==> src/rtl/scmp_microcode_pak.sv <==
// Shared microcode field definitions for the SC/MP microsequencer and PLA.
// Condition-bit and control-bit indices plus the default microaddress type.
package scmp_microcode_pak;

  localparam int unsigned USEQ_PC_W   = 8;
  localparam int unsigned USEQ_COND_W = 7;
  localparam int unsigned USEQ_NEXT_W = 5;

  typedef logic [USEQ_PC_W-1:0] USEQ_PC_t;

  // Condition inputs as wired from the datapath.
  localparam int unsigned COND_IX_CARRY = 0;
  localparam int unsigned COND_IX_OVF   = 1;
  localparam int unsigned COND_IX_SA    = 2;
  localparam int unsigned COND_IX_SB    = 3;
  localparam int unsigned COND_IX_ACZ   = 4;
  localparam int unsigned COND_IX_ACNEG = 5;
  localparam int unsigned COND_IX_IEN   = 6;

  // Sequencer control bits within the microword control field.
  localparam int unsigned CTL_IX_DECODE = 0;
  localparam int unsigned CTL_IX_CALL   = 1;
  localparam int unsigned CTL_IX_RET    = 2;
  localparam int unsigned CTL_W         = 3;

  typedef enum logic [1:0] {
    StkNone,
    StkPush,
    StkPop,
    StkReplace
  } stk_op_e;

  function automatic stk_op_e stk_op_decode(input logic push, input logic pop);
    unique case ({push, pop})
      2'b10:   return StkPush;
      2'b01:   return StkPop;
      2'b11:   return StkReplace;
      default: return StkNone;
    endcase
  endfunction

endpackage

==> src/rtl/scmp_useq_stack.sv <==
// Microcode return-address LIFO with push, pop and replace-top (tail call).
// SCMP_USEQ_STACK_CHECK_EN: drop pushes when full; otherwise overwrite the oldest entry.
module scmp_useq_stack
  import scmp_microcode_pak::*;
#(
  parameter int unsigned W     = USEQ_PC_W,
  parameter int unsigned DEPTH = 4
) (
  input  logic                   clk,
  input  logic                   rst,
  input  logic                   push,
  input  logic                   pop,
  input  logic [W-1:0]           push_data,
  output logic [W-1:0]           top,
  output logic [$clog2(DEPTH):0] depth,
  output logic                   full,
  output logic                   empty,
  output logic                   push_drop,
  output logic                   pop_empty
);

  localparam int unsigned AW = $clog2(DEPTH);
  localparam int unsigned CW = AW + 1;

  logic [W-1:0]  mem_q [DEPTH];
  logic [AW-1:0] ptr_q, ptr_d, top_ix, wr_ix;
  logic [CW-1:0] cnt_q, cnt_d;
  logic          wr_en;
  stk_op_e       op;

  // ptr_q is the next free slot; when full it also points at the oldest entry.
  assign top_ix = ptr_q - 1'b1;
  assign top    = mem_q[top_ix];
  assign depth  = cnt_q;
  assign full   = (cnt_q == CW'(DEPTH));
  assign empty  = (cnt_q == '0);
  assign op     = stk_op_decode(push, pop);

  always_comb begin
    ptr_d     = ptr_q;
    cnt_d     = cnt_q;
    wr_en     = 1'b0;
    wr_ix     = ptr_q;
    push_drop = 1'b0;
    pop_empty = 1'b0;
    unique case (op)
      StkReplace: begin
        if (empty) begin
          // Nothing to replace: the return misses, the call still pushes.
          pop_empty = 1'b1;
          wr_en     = 1'b1;
          ptr_d     = ptr_q + 1'b1;
          cnt_d     = cnt_q + 1'b1;
        end else begin
          wr_en = 1'b1;
          wr_ix = top_ix;
        end
      end
      StkPush: begin
        if (full) begin
`ifdef SCMP_USEQ_STACK_CHECK_EN
          push_drop = 1'b1;
`else
          wr_en = 1'b1;
          ptr_d = ptr_q + 1'b1;
`endif
        end else begin
          wr_en = 1'b1;
          ptr_d = ptr_q + 1'b1;
          cnt_d = cnt_q + 1'b1;
        end
      end
      StkPop: begin
        if (empty) begin
          pop_empty = 1'b1;
        end else begin
          ptr_d = top_ix;
          cnt_d = cnt_q - 1'b1;
        end
      end
      default: ;
    endcase
  end

  always_ff @(posedge clk) begin
    if (rst) begin
      ptr_q <= '0;
      cnt_q <= '0;
    end else begin
      ptr_q <= ptr_d;
      cnt_q <= cnt_d;
    end
  end

  always_ff @(posedge clk) begin
    if (wr_en) begin
      mem_q[wr_ix] <= push_data;
    end
  end

endmodule

==> src/rtl/scmp_useq.sv <==
// SC/MP microsequencer: masked condition test, next-microaddress select, return stack.
// SCMP_USEQ_STACK_CHECK_EN enables sticky overflow/underflow flags.
module scmp_useq
  import scmp_microcode_pak::*;
#(
  parameter int unsigned PC_W     = USEQ_PC_W,
  parameter int unsigned NEXT_W   = USEQ_NEXT_W,
  parameter int unsigned COND_W   = USEQ_COND_W,
  parameter int unsigned DEPTH    = 4,
  parameter int unsigned RESET_PC = 0
) (
  input  logic                   clk,
  input  logic                   rst,
  input  logic                   stall,
  input  logic [PC_W-1:0]        op_pc,
  input  logic [COND_W-1:0]      cond_in,
  input  logic [COND_W-1:0]      cond_mask,
  input  logic [COND_W-1:0]      cond_xor,
  input  logic [NEXT_W-1:0]      nextpc,
  input  logic                   ctl_decode,
  input  logic                   ctl_call,
  input  logic                   ctl_ret,
  output logic [PC_W-1:0]        mc_pc,
  output logic [$clog2(DEPTH):0] depth,
  output logic                   err_ovf,
  output logic                   err_unf
);

  localparam logic [PC_W-1:0] RST_PC = PC_W'(RESET_PC);

  logic [PC_W-1:0] mc_pc_q, pc_d, pc_inc, rel_ext, stk_top;
  logic            cond, stk_empty, stk_full, stk_push, stk_pop;
  logic            push_drop, pop_empty;

  assign cond    = |((cond_in ^ cond_xor) & cond_mask);
  assign pc_inc  = mc_pc_q + 1'b1;
  assign rel_ext = PC_W'($signed(nextpc));
  assign mc_pc   = mc_pc_q;

  // A stalled microword must not touch the stack; it replays once unstalled.
  assign stk_push = ctl_call & ~stall;
  assign stk_pop  = ctl_ret & ~stall;

  always_comb begin
    pc_d = mc_pc_q;
    if (!stall) begin
      if (ctl_decode) begin
        pc_d = op_pc;
      end else if (ctl_ret) begin
        pc_d = stk_empty ? RST_PC : stk_top;
      end else if (cond) begin
        pc_d = pc_inc;
      end else if (nextpc == '0) begin
        pc_d = RST_PC;
      end else begin
        pc_d = mc_pc_q + rel_ext;
      end
    end
  end

  always_ff @(posedge clk) begin
    if (rst) begin
      mc_pc_q <= RST_PC;
    end else begin
      mc_pc_q <= pc_d;
    end
  end

  scmp_useq_stack #(
    .W     (PC_W),
    .DEPTH (DEPTH)
  ) u_stack (
    .clk       (clk),
    .rst       (rst),
    .push      (stk_push),
    .pop       (stk_pop),
    .push_data (pc_inc),
    .top       (stk_top),
    .depth     (depth),
    .full      (stk_full),
    .empty     (stk_empty),
    .push_drop (push_drop),
    .pop_empty (pop_empty)
  );

`ifdef SCMP_USEQ_STACK_CHECK_EN
  logic err_ovf_q, err_unf_q;
  logic unused_full;
  assign unused_full = stk_full;

  always_ff @(posedge clk) begin
    if (rst) begin
      err_ovf_q <= 1'b0;
      err_unf_q <= 1'b0;
    end else begin
      err_ovf_q <= err_ovf_q | push_drop;
      err_unf_q <= err_unf_q | pop_empty;
    end
  end

  assign err_ovf = err_ovf_q;
  assign err_unf = err_unf_q;
`else
  logic unused_flags;
  assign unused_flags = push_drop ^ pop_empty ^ stk_full;
  assign err_ovf      = 1'b0;
  assign err_unf      = 1'b0;
`endif

endmodule

==> config.mk <==
export PLATFORM = sky130hd
export DESIGN_NAME = scmp_useq
export DESIGN_NICKNAME = d
export VERILOG_FILES = /design/src/rtl/scmp_microcode_pak.sv /design/src/rtl/scmp_useq_stack.sv /design/src/rtl/scmp_useq.sv
export SDC_FILE = /design/constraint.sdc
export NUM_CORES = 1
export LEC_CHECK = 0
export CAP_MARGIN = 20
export CORE_MARGIN = 4
export CORE_UTILIZATION = 35
export DETAILED_ROUTE_END_ITERATION = 10
export PLACE_DENSITY = 0.64
export SETUP_SLACK_MARGIN = 0.02
export SLEW_MARGIN = 40
export SYNTH_ARGS = -nofsm -noshare
export SYNTH_HDL_FRONTEND = slang
export SYNTH_HIERARCHICAL = 1
export SYNTH_SLANG_ARGS = --single-unit
==> constraint.sdc <==
create_clock -name clk -period 5.67 [get_ports clk]
set_input_delay 1.4175 -clock clk [delete_from_list [all_inputs] [get_ports clk]]
set_output_delay 1.4175 -clock clk [all_outputs]
set_load 0.1 [all_outputs]
==> flow_summary.ini, run 1 <==
[sta]
tightestPinTransition_ns = 0.7694
timing.clock.skew_ns = 0.007117
timing.final.setup_violations = 0
worst_slew_margin_rel = 0.4831
timing.setup.tns_ns = 0
final-hold-violation-count = 0
timing.final.crit_share = 0.6418
final.hold.worst_slack_ns = 0.5469
achievable_clock_frequency_mhz = 274.8
slew_viol_final = 0
period_minus_slack_ns = 3.639
rsz0062_at_grt = false

[global_routing]
global_route_wire_length_before_repair_mm = 9.970
number_of_global_route_vias_before_repair = 1987
globalRouteTotalUtil = 0.1421
met1_usage = 0.1963
globalRoute.busiestLayer = met2
globalRouteOverflowTotal = 0
grt_max_degree = 18
antenna_found_initial = 0
grtUsageMet2 = 0.2293
groute.layer.met3.usage = 0.02920

[critical_path]
worstSetupPathType = in2reg
worst-endpoint-required_ns = 5.59
worst-endpoint-arrival_ns = 3.56
endpoint_kind = flop
worst_setup_path_start_kind = input port
worst-path-max-fanout = 8

[place]
place.detailed.hpwl_mm = 4.535
place.gp.congestion = 0.7829
io_buffers = 50

[clock_tree]
cts_setup_buffers = 0
clk_path_buf_depth = 2
tritoncts_num_sinks = 45
post_cts_resized = 0
clk_root_buffer_cell = sky130_fd_sc_hd__clkbuf_8
cts_inserted_buffers = 5
clkSlewWorstSetupHoldPaths_ns = 0.08
clock_insertion_delay_worst_skew_ns = 0.29
max_h_tree_level = 2
tritoncts = yes
postCtsHoldBufs = 0

[status]
status = complete, no violations

[yosys]
synth.yosys.warnings = 6
mappedNetlistArea_sq_mm = 0.002683
synth_area_per_cell_sq_um = 11.46
mapped_cells = 234

[route]
drt_drc_violations_left = 0
num_vias = 2023
drtIter0Drc = 105
drt-vias-per-instance = 5.310
sum_of_routed_wire_length_over_all_layers_mm = 6.087
route.detailed.wl_per_inst_um = 15.98
ant_nets = 0
dr.pass1.iters = 4

[power]
vdd_ir_drop_max_mv = 0.1004
p_leak_nw = 1.178
power-per-cell-area_mw_per_mm2 = 253.0

[cells_and_area]
area_delta_synth_final_pct = 22.06
n_antenna_cell = 0
nets_final = 331
mostFrequentLayoutCells = sky130_fd_sc_hd__clkdlybuf4s50_1 (39), sky130_fd_sc_hd__edfxtp_1 (32), sky130_fd_sc_hd__nor2_1 (20)
drive_gt1_frac = 0.1348
layout.cells.most_common = sky130_fd_sc_hd__clkdlybuf4s50_1

[die]
initial_utilization = 0.3640
die_area_sq_mm = 0.009129
core_sq_mm = 0.007370
die_x_um = 95.55
die-height_um = 95.55
floorplan.rows = 31
i_o_pin_count = 53

[worst_hold_path]
worstHoldPathType = reg2reg

[flow_run]
timing.max_cap.violations = 0
## state kept, by name, indices dropped and copies added (netlist names)
signal         cells
u_stack/mem_q     32
mc_pc              8
u_stack/depth      3
u_stack/ptr_q      2
## metrics by stage
stage          setup slack, ns  total power [mW]    util  instance area [sq um]  std cells
2_1_floorplan            2.232            0.5446       -                   2686        235
3_3_place_gp             1.759            0.6026  0.4362                   3214        373
3_5_place_dp             1.704            0.5985  0.4287                   3159        373
4_1_cts                  2.018            0.8367  0.4438                   3271        381
5_1_grt                  1.766            0.8679  0.4443                   3274        381
6_report                 2.031            0.8285  0.4443                   3274        381
## worst max-delay path, cell delays in order
cell and delay, ns:
sky130_fd_sc_hd__clkdlybuf4s50_1 0.52, sky130_fd_sc_hd__inv_1 0.13, sky130_fd_sc_hd__nor2_1 0.41, sky130_fd_sc_hd__o31a_4 0.28, sky130_fd_sc_hd__xnor2_2 0.13, sky130_fd_sc_hd__nand2_1 0.09
sky130_fd_sc_hd__nor2_1 0.58
## routing by layer
layer	wire, um	vias to the layer above	part of all wire
met1	2819	973	0.46
met3	482	2	0.079
met4	39	0	0.0064
met2	2746	68	0.45
met5	0	-	0
li1	-	980	-
## power by group
part,internal [mW],switching [mW],leakage [nW]
sequential,0.370,0.0214,0.404
clock,0.132,0.105,0.0554
combinational,0.0821,0.118,0.719
## cell type report
class	count	area (sq um)
repair buffers	52	460.4
well taps	99	123.9
inverters	4	15.01
multi-input cells	173	1341
flip-flops and latches	45	1222
clock inverters	2	38.79
clock buffers	6	72.57
fillers	710	4095
## final timing paths
| kind | from | to | slack [ns] | depth (start not counted) |
|---|---|---|---|---|
| worst min-delay path | mc_pc[7]$_SDFFE_PP0N_ | mc_pc[7]$_SDFFE_PP0N_ | 0.55 | 2 |
| worst min register to register | mc_pc[7]$_SDFFE_PP0N_ | mc_pc[7]$_SDFFE_PP0N_ | 0.55 | 2 |
| worst max register to register | mc_pc[0]$_SDFFE_PP0N_ | mc_pc[6]$_SDFFE_PP0N_ | 3.40 | 8 |
| worst max-delay path | ctl_ret | u_stack/mem_q[0][7]$_DFFE_PP_ | 2.03 | 7 |
Power figures use the tool's default switching activity.
==> inputs of run 2 (changes only) <==
==> constraint.sdc (replaced) <==
create_clock -name clk -period 3.72 [get_ports clk]
set_input_delay 0.93 -clock clk [delete_from_list [all_inputs] [get_ports clk]]
set_output_delay 0.93 -clock clk [all_outputs]
set_load 0.1 [all_outputs]
==> run 2 against run 1 <==
Largest power group unchanged. Hold slack improved by 0.0023 ns. Utilization up 0.56 points. Register-to-register slack worse by 2.0 ns. Largest cell class unchanged. Global-route usage up 0.45 points. Cell count grew 1.3%. First-iteration DRC count rose by 17%. Highest routed layer unchanged. Routed wire length grew 3.6%. Worst setup slack lost 1.2 ns. Critical path type unchanged. Clock skew shrank 0.0025 ns. Combinational power increased by 57%.
==> flow_summary.ini, run 2 (synthesized netlist as in run 1, its figures left out) <==
[clock_tree]
clk_path_buf_depth = 2
postCtsHoldBufs = 0
cts_inserted_buffers = 5
max_h_tree_level = 2
cts_setup_buffers = 0
tritoncts = yes
clkSlewWorstSetupHoldPaths_ns = 0.09
tritoncts_num_sinks = 45
clk_root_buffer_cell = sky130_fd_sc_hd__clkbuf_8
post_cts_resized = 0
clock_insertion_delay_worst_skew_ns = 0.30

[route]
drt-vias-per-instance = 5.259
ant_nets = 0
route.detailed.wl_per_inst_um = 16.33
drtIter0Drc = 123
dr.pass1.iters = 4
num_vias = 2030
drt_drc_violations_left = 0
sum_of_routed_wire_length_over_all_layers_mm = 6.304

[sta]
timing.final.crit_share = 0.7784
timing.setup.tns_ns = 0
timing.clock.skew_ns = 0.004615
tightestPinTransition_ns = 0.6686
final.hold.worst_slack_ns = 0.5492
rsz0062_at_grt = false
slew_viol_final = 0
worst_slew_margin_rel = 0.5536
timing.final.setup_violations = 0
worst_slack_ns = 0.8245
final-hold-violation-count = 0
achievable_clock_frequency_mhz = 345.4
period_minus_slack_ns = 2.895

[global_routing]
globalRouteOverflowTotal = 0
global_route_wire_length_before_repair_mm = 10.08
antenna_found_initial = 0
globalRouteTotalUtil = 0.1465
number_of_global_route_vias_before_repair = 1949
grt_max_degree = 18

[flow_run]
timing.max_cap.violations = 0

[place]
place.gp.congestion = 0.8397
detailedPlace.worstSlack_ns = 0.5122
io_buffers = 50
place.detailed.hpwl_mm = 4.684

[die]
die_area_sq_mm = 0.009129
core_sq_mm = 0.007370
floorplan.rows = 31
die_x_um = 95.55
i_o_pin_count = 53
initial_utilization = 0.3640
die-height_um = 95.55

[cells_and_area]
seq_area_sq_mm = 0.001222
largest_reg_flops = 32
area_delta_synth_final_pct = 23.60
mostFrequentLayoutCells = sky130_fd_sc_hd__clkdlybuf4s50_1 (39), sky130_fd_sc_hd__edfxtp_1 (32), sky130_fd_sc_hd__nor2_1 (20)
drive_gt1_frac = 0.1498
nets_final = 336
footprint_of_the_multi_input_gates_sq_mm = 0.001339
fill_cells = 712
n_antenna_cell = 0
layout.cells.most_common = sky130_fd_sc_hd__clkdlybuf4s50_1
registers.top_by_ff_count = u_stack/mem_q

[critical_path]
startpoint_of_the_worst_setup_timing_path = ctl_ret
worst_setup_path_start_kind = input port
endpoint_kind = flop
worstReg2RegStart = mc_pc[0]$_SDFFE_PP0N_
worst-endpoint-arrival_ns = 3.13
max_stage_delay_ns = 0.53
worst-path-max-fanout = 6
timing.critical_path.mode_cell = sky130_fd_sc_hd__nand2b_1
timing.reg2reg.setup_slack_ns = 1.42
worst_r2r_endpoint = mc_pc[6]$_SDFFE_PP0N_
path_cells = clkdlybuf4s50_1, inv_1, nor2_1, nand2b_1, fa_1, or3b_1, o21ai_0, nand2b_1, a31oi_1
worst_setup_path_endpoint = u_stack/depth[2]$_SDFFE_PP0P_
worst-endpoint-required_ns = 3.96
timing.reg2reg.worst_path_depth = 8
crit_slowest_cell = sky130_fd_sc_hd__clkdlybuf4s50_1
worstSetupPathType = in2reg

[power]
power.total_mw = 1.228
p_leak_nw = 1.192
vdd_ir_drop_max_mv = 0.1630
power-per-cell-area_mw_per_mm2 = 370.2

[status]
status = complete, no violations

[worst_hold_path]
worstHoldPathType = reg2reg
-- run 2: worst min path at each step --
| stage | from | endpoint | slack (ns) | cells after the start |
|---|---|---|---|---|
| floorplan | u_stack/ptr_q[0]$_SDFFE_PP0P_ | u_stack/ptr_q[0]$_SDFFE_PP0P_ | 0.70 | 4 |
| global placement | mc_pc[6]$_SDFFE_PP0N_ | mc_pc[6]$_SDFFE_PP0N_ | 0.54 | 2 |
| detailed placement | mc_pc[7]$_SDFFE_PP0N_ | mc_pc[7]$_SDFFE_PP0N_ | 0.54 | 2 |
| CTS | mc_pc[7]$_SDFFE_PP0N_ | mc_pc[7]$_SDFFE_PP0N_ | 0.55 | 2 |
| global route | mc_pc[7]$_SDFFE_PP0N_ | mc_pc[7]$_SDFFE_PP0N_ | 0.60 | 2 |
| finish | mc_pc[7]$_SDFFE_PP0N_ | mc_pc[7]$_SDFFE_PP0N_ | 0.55 | 2 |
-- run 2: layer usage --
| metal | up-vias | routed length, um | global-route usage |
|---|---|---|---|
| li1 | 997 | - | - |
| met1 | 953 | 3019 | 0.2116 |
| met2 | 74 | 2744 | 0.2229 |
| met3 | 6 | 465 | 0.02999 |
| met4 | 0 | 74 | 0.03910 |
| met5 | - | 0 | 0 |
-- run 2: through the flow --
step | cell area [sq um] | util | std cells
5_1_grt | 3316 | 0.4499 | 386
2_1_floorplan | 2686 | - | 235
3_5_place_dp | 3224 | 0.4375 | 378
4_1_cts | 3314 | 0.4497 | 386
3_3_place_gp | 3224 | 0.4375 | 378
6_report | 3316 | 0.4499 | 386
-- run 2: area by class of cell --
cell class / count / share of cell area
clock buffers: 5 / 0.02075
clock inverters: 3 / 0.006415
inverters: 4 / 0.004528
multi-input cells: 173 / 0.4038
flip-flops and latches: 45 / 0.3687
well taps: 99 / 0.03736
repair buffers: 57 / 0.1585
-- run 2: report_power, final --
part / total [mW] / leakage [nW] / internal, mW / switching [mW]
sequential: 0.597 / 0.404 / 0.563 / 0.0333
combinational: 0.315 / 0.744 / 0.134 / 0.181
clock: 0.316 / 0.0445 / 0.134 / 0.182
total: 1.23 / 1.19 / 0.831 / 0.397
-- run 2: critical path, delay by kind of cell --
kind,cells,cell delay [ns]
simple gates,4,0.91
buf+inv,2,0.67
fa+ha+maj,1,0.41
compound gates,2,0.21
==> inputs of run 3 (changes only) <==
--- a/config.mk
+++ b/config.mk
@@ -9,7 +9,7 @@
 export CORE_MARGIN = 4
 export CORE_UTILIZATION = 35
 export DETAILED_ROUTE_END_ITERATION = 10
-export PLACE_DENSITY = 0.64
+export PLACE_DENSITY = 0.66
 export SETUP_SLACK_MARGIN = 0.02
 export SLEW_MARGIN = 40
 export SYNTH_ARGS = -nofsm -noshare
==> constraint.sdc (replaced) <==
create_clock -name clk -period 2.4 [get_ports clk]
set_input_delay 0.6 -clock clk [delete_from_list [all_inputs] [get_ports clk]]
set_output_delay 0.6 -clock clk [all_outputs]
set_load 0.1 [all_outputs]
==> run 3 against run 2 <==
Die area did not move. Global-route usage grew 0.48 points. Largest cell class unchanged. Largest power group unchanged. Utilization up 4.7 points. Final area increased by 10%. Cell count is 8.5% higher. Via count is 8.1% higher. First-iteration DRC count grew 29%. Total power increased by 69%. Sequential cell count did not move.
==> flow_summary.ini, run 3 (synthesized netlist as in run 1, its figures left out) <==
[critical_path]
path_cells = clkdlybuf4s50_1, xor2_1, a222oi_1, nand3_2, buf_4, buf_4, a31o_2, a21oi_1, o32ai_1
endpoint_kind = flop
worst-endpoint-required_ns = 2.58
worst-path-max-fanout = 7
max_stage_delay_ns = 0.41
timing.critical_path.mode_cell = sky130_fd_sc_hd__buf_4
crit_slowest_cell = sky130_fd_sc_hd__clkdlybuf4s50_1
timing.reg2reg.setup_slack_ns = 0.40
worst-endpoint-arrival_ns = 2.45
worstReg2RegStart = mc_pc[0]$_SDFFE_PP0N_
timing.reg2reg.worst_path_depth = 8
worst_setup_path_start_kind = input port
worst_r2r_endpoint = mc_pc[6]$_SDFFE_PP0N_
worstSetupPathType = in2reg

[route]
drtIter0Drc = 159
drt_drc_violations_left = 0
drt-vias-per-instance = 5.236
sum_of_routed_wire_length_over_all_layers_mm = 6.611
ant_nets = 0
dr.pass1.iters = 4
num_vias = 2194
route.detailed.wl_per_inst_um = 15.78

[place]
place.gp.congestion = 0.8505
place.detailed.hpwl_mm = 5.172
io_buffers = 50

[sta]
achievable_clock_frequency_mhz = 440.0
final.hold.worst_slack_ns = 0.5261
timing.final.crit_share = 0.9471
rsz0062_at_grt = true
timing.setup.tns_ns = 0
worst_slew_margin_rel = 0.6656
tightestPinTransition_ns = 0.4978
timing.clock.skew_ns = 0.003331
period_minus_slack_ns = 2.273
timing.final.setup_violations = 0
slew_viol_final = 0
final-hold-violation-count = 0

[cells_and_area]
mostFrequentLayoutCells = sky130_fd_sc_hd__buf_4 (50), sky130_fd_sc_hd__clkdlybuf4s50_1 (36), sky130_fd_sc_hd__edfxtp_1 (32)
area_delta_synth_final_pct = 36.57
drive_gt1_frac = 0.2813
nets_final = 369
layout.cells.most_common = sky130_fd_sc_hd__buf_4
largest_reg_flops = 32
n_antenna_cell = 0
registers.top_by_ff_count = u_stack/mem_q

[worst_hold_path]
worst_hold_startpoint = mc_pc[6]$_SDFFE_PP0N_
worstHoldPathType = reg2reg
worst_hold_path.endpoint = mc_pc[6]$_SDFFE_PP0N_
hold-path-cell-count = 2

[die]
die-height_um = 95.55
i_o_pin_count = 53
initial_utilization = 0.3640
die_area_sq_mm = 0.009129
floorplan.rows = 31
die_x_um = 95.55
core_sq_mm = 0.007370

[clock_tree]
clock_insertion_delay_worst_skew_ns = 0.29
clk_path_buf_depth = 2
tritoncts = yes
tritoncts_num_sinks = 45
clkSlewWorstSetupHoldPaths_ns = 0.08
max_h_tree_level = 2
clk_root_buffer_cell = sky130_fd_sc_hd__clkbuf_8
postCtsHoldBufs = 0
cts_inserted_buffers = 5

[global_routing]
globalRouteTotalUtil = 0.1513
antenna_found_initial = 0
globalRouteOverflowTotal = 0
grt_max_degree = 16
number_of_global_route_vias_before_repair = 2156
global_route_wire_length_before_repair_mm = 10.49

[status]
status = complete, no violations

[power]
p_leak_nw = 1.411
power-per-cell-area_mw_per_mm2 = 566.8
vdd_ir_drop_max_mv = 0.2200

[flow_run]
timing.max_cap.violations = 0
run 3: critical path: cells and delay by family:
kind            cells  cell delay (ns)
xor+xnor            1             0.16
simple gates        1             0.11
compound gates      4             0.84
buf+inv             3             0.73
run 3: what timing repair did:
action	in CTS	in global routing
pin swaps	2	12
endpoints found under the setup margin	4	8
buffers inserted	0	1
resized for setup	5	11
run 3: stage by stage:
step | power [mW] | cell area (sq um) | instances | utilization | setup slack [ns]
after floorplan | 1.290 | 2698 | 235 | - | 0.02271
after global placement | 1.478 | 3472 | 410 | 0.4711 | -0.3889
after detailed placement | 1.484 | 3472 | 410 | 0.4711 | -0.4124
after CTS | 2.072 | 3611 | 418 | 0.4900 | 0.02920
after global routing | 2.174 | 3664 | 419 | 0.4971 | 0.01580
final | 2.076 | 3664 | 419 | 0.4971 | 0.1271
run 3: final cells by class:
| type | instances | area, sq um |
|---|---|---|
| fill | 672 | 3706 |
| inverter | 4 | 15.01 |
| tap | 99 | 123.9 |
| clock inverter | 1 | 30.03 |
| timing repair buffer | 90 | 784.5 |
| clock buffer | 7 | 86.33 |
| multi-input combinational | 173 | 1395 |
| sequential | 45 | 1229 |
run 3: worst max path at each step:
stage                                   from                            end  slack [ns]
2_1_floorplan  u_stack/depth[1]$_SDFFE_PP0P_  u_stack/depth[2]$_SDFFE_PP0P_        0.02
3_3_place_gp                       nextpc[0]          mc_pc[6]$_SDFFE_PP0N_       -0.39
3_5_place_dp                       nextpc[0]          mc_pc[6]$_SDFFE_PP0N_       -0.41
4_1_cts                            nextpc[0]          mc_pc[6]$_SDFFE_PP0N_        0.03
5_1_grt                          cond_xor[0]          mc_pc[3]$_SDFFE_PP0N_        0.02
6_report                         cond_xor[0]          mc_pc[5]$_SDFFE_PP0N_        0.13
run 3: power by group:
group / total (mW) / leakage, nW / switching [mW] / internal, mW
sequential: 0.911 / 0.406 / 0.0361 / 0.875
combinational: 0.577 / 0.947 / 0.320 / 0.257
clock: 0.589 / 0.0585 / 0.250 / 0.340
run 3: per-layer routing:
layer	vias up	share of wire	GRT usage
met1	1052	0.45	0.2090
li1	1057	-	-
met2	79	0.47	0.2444
met4	0	0.011	0.03910
met3	6	0.071	0.02762
met5	-	0	0
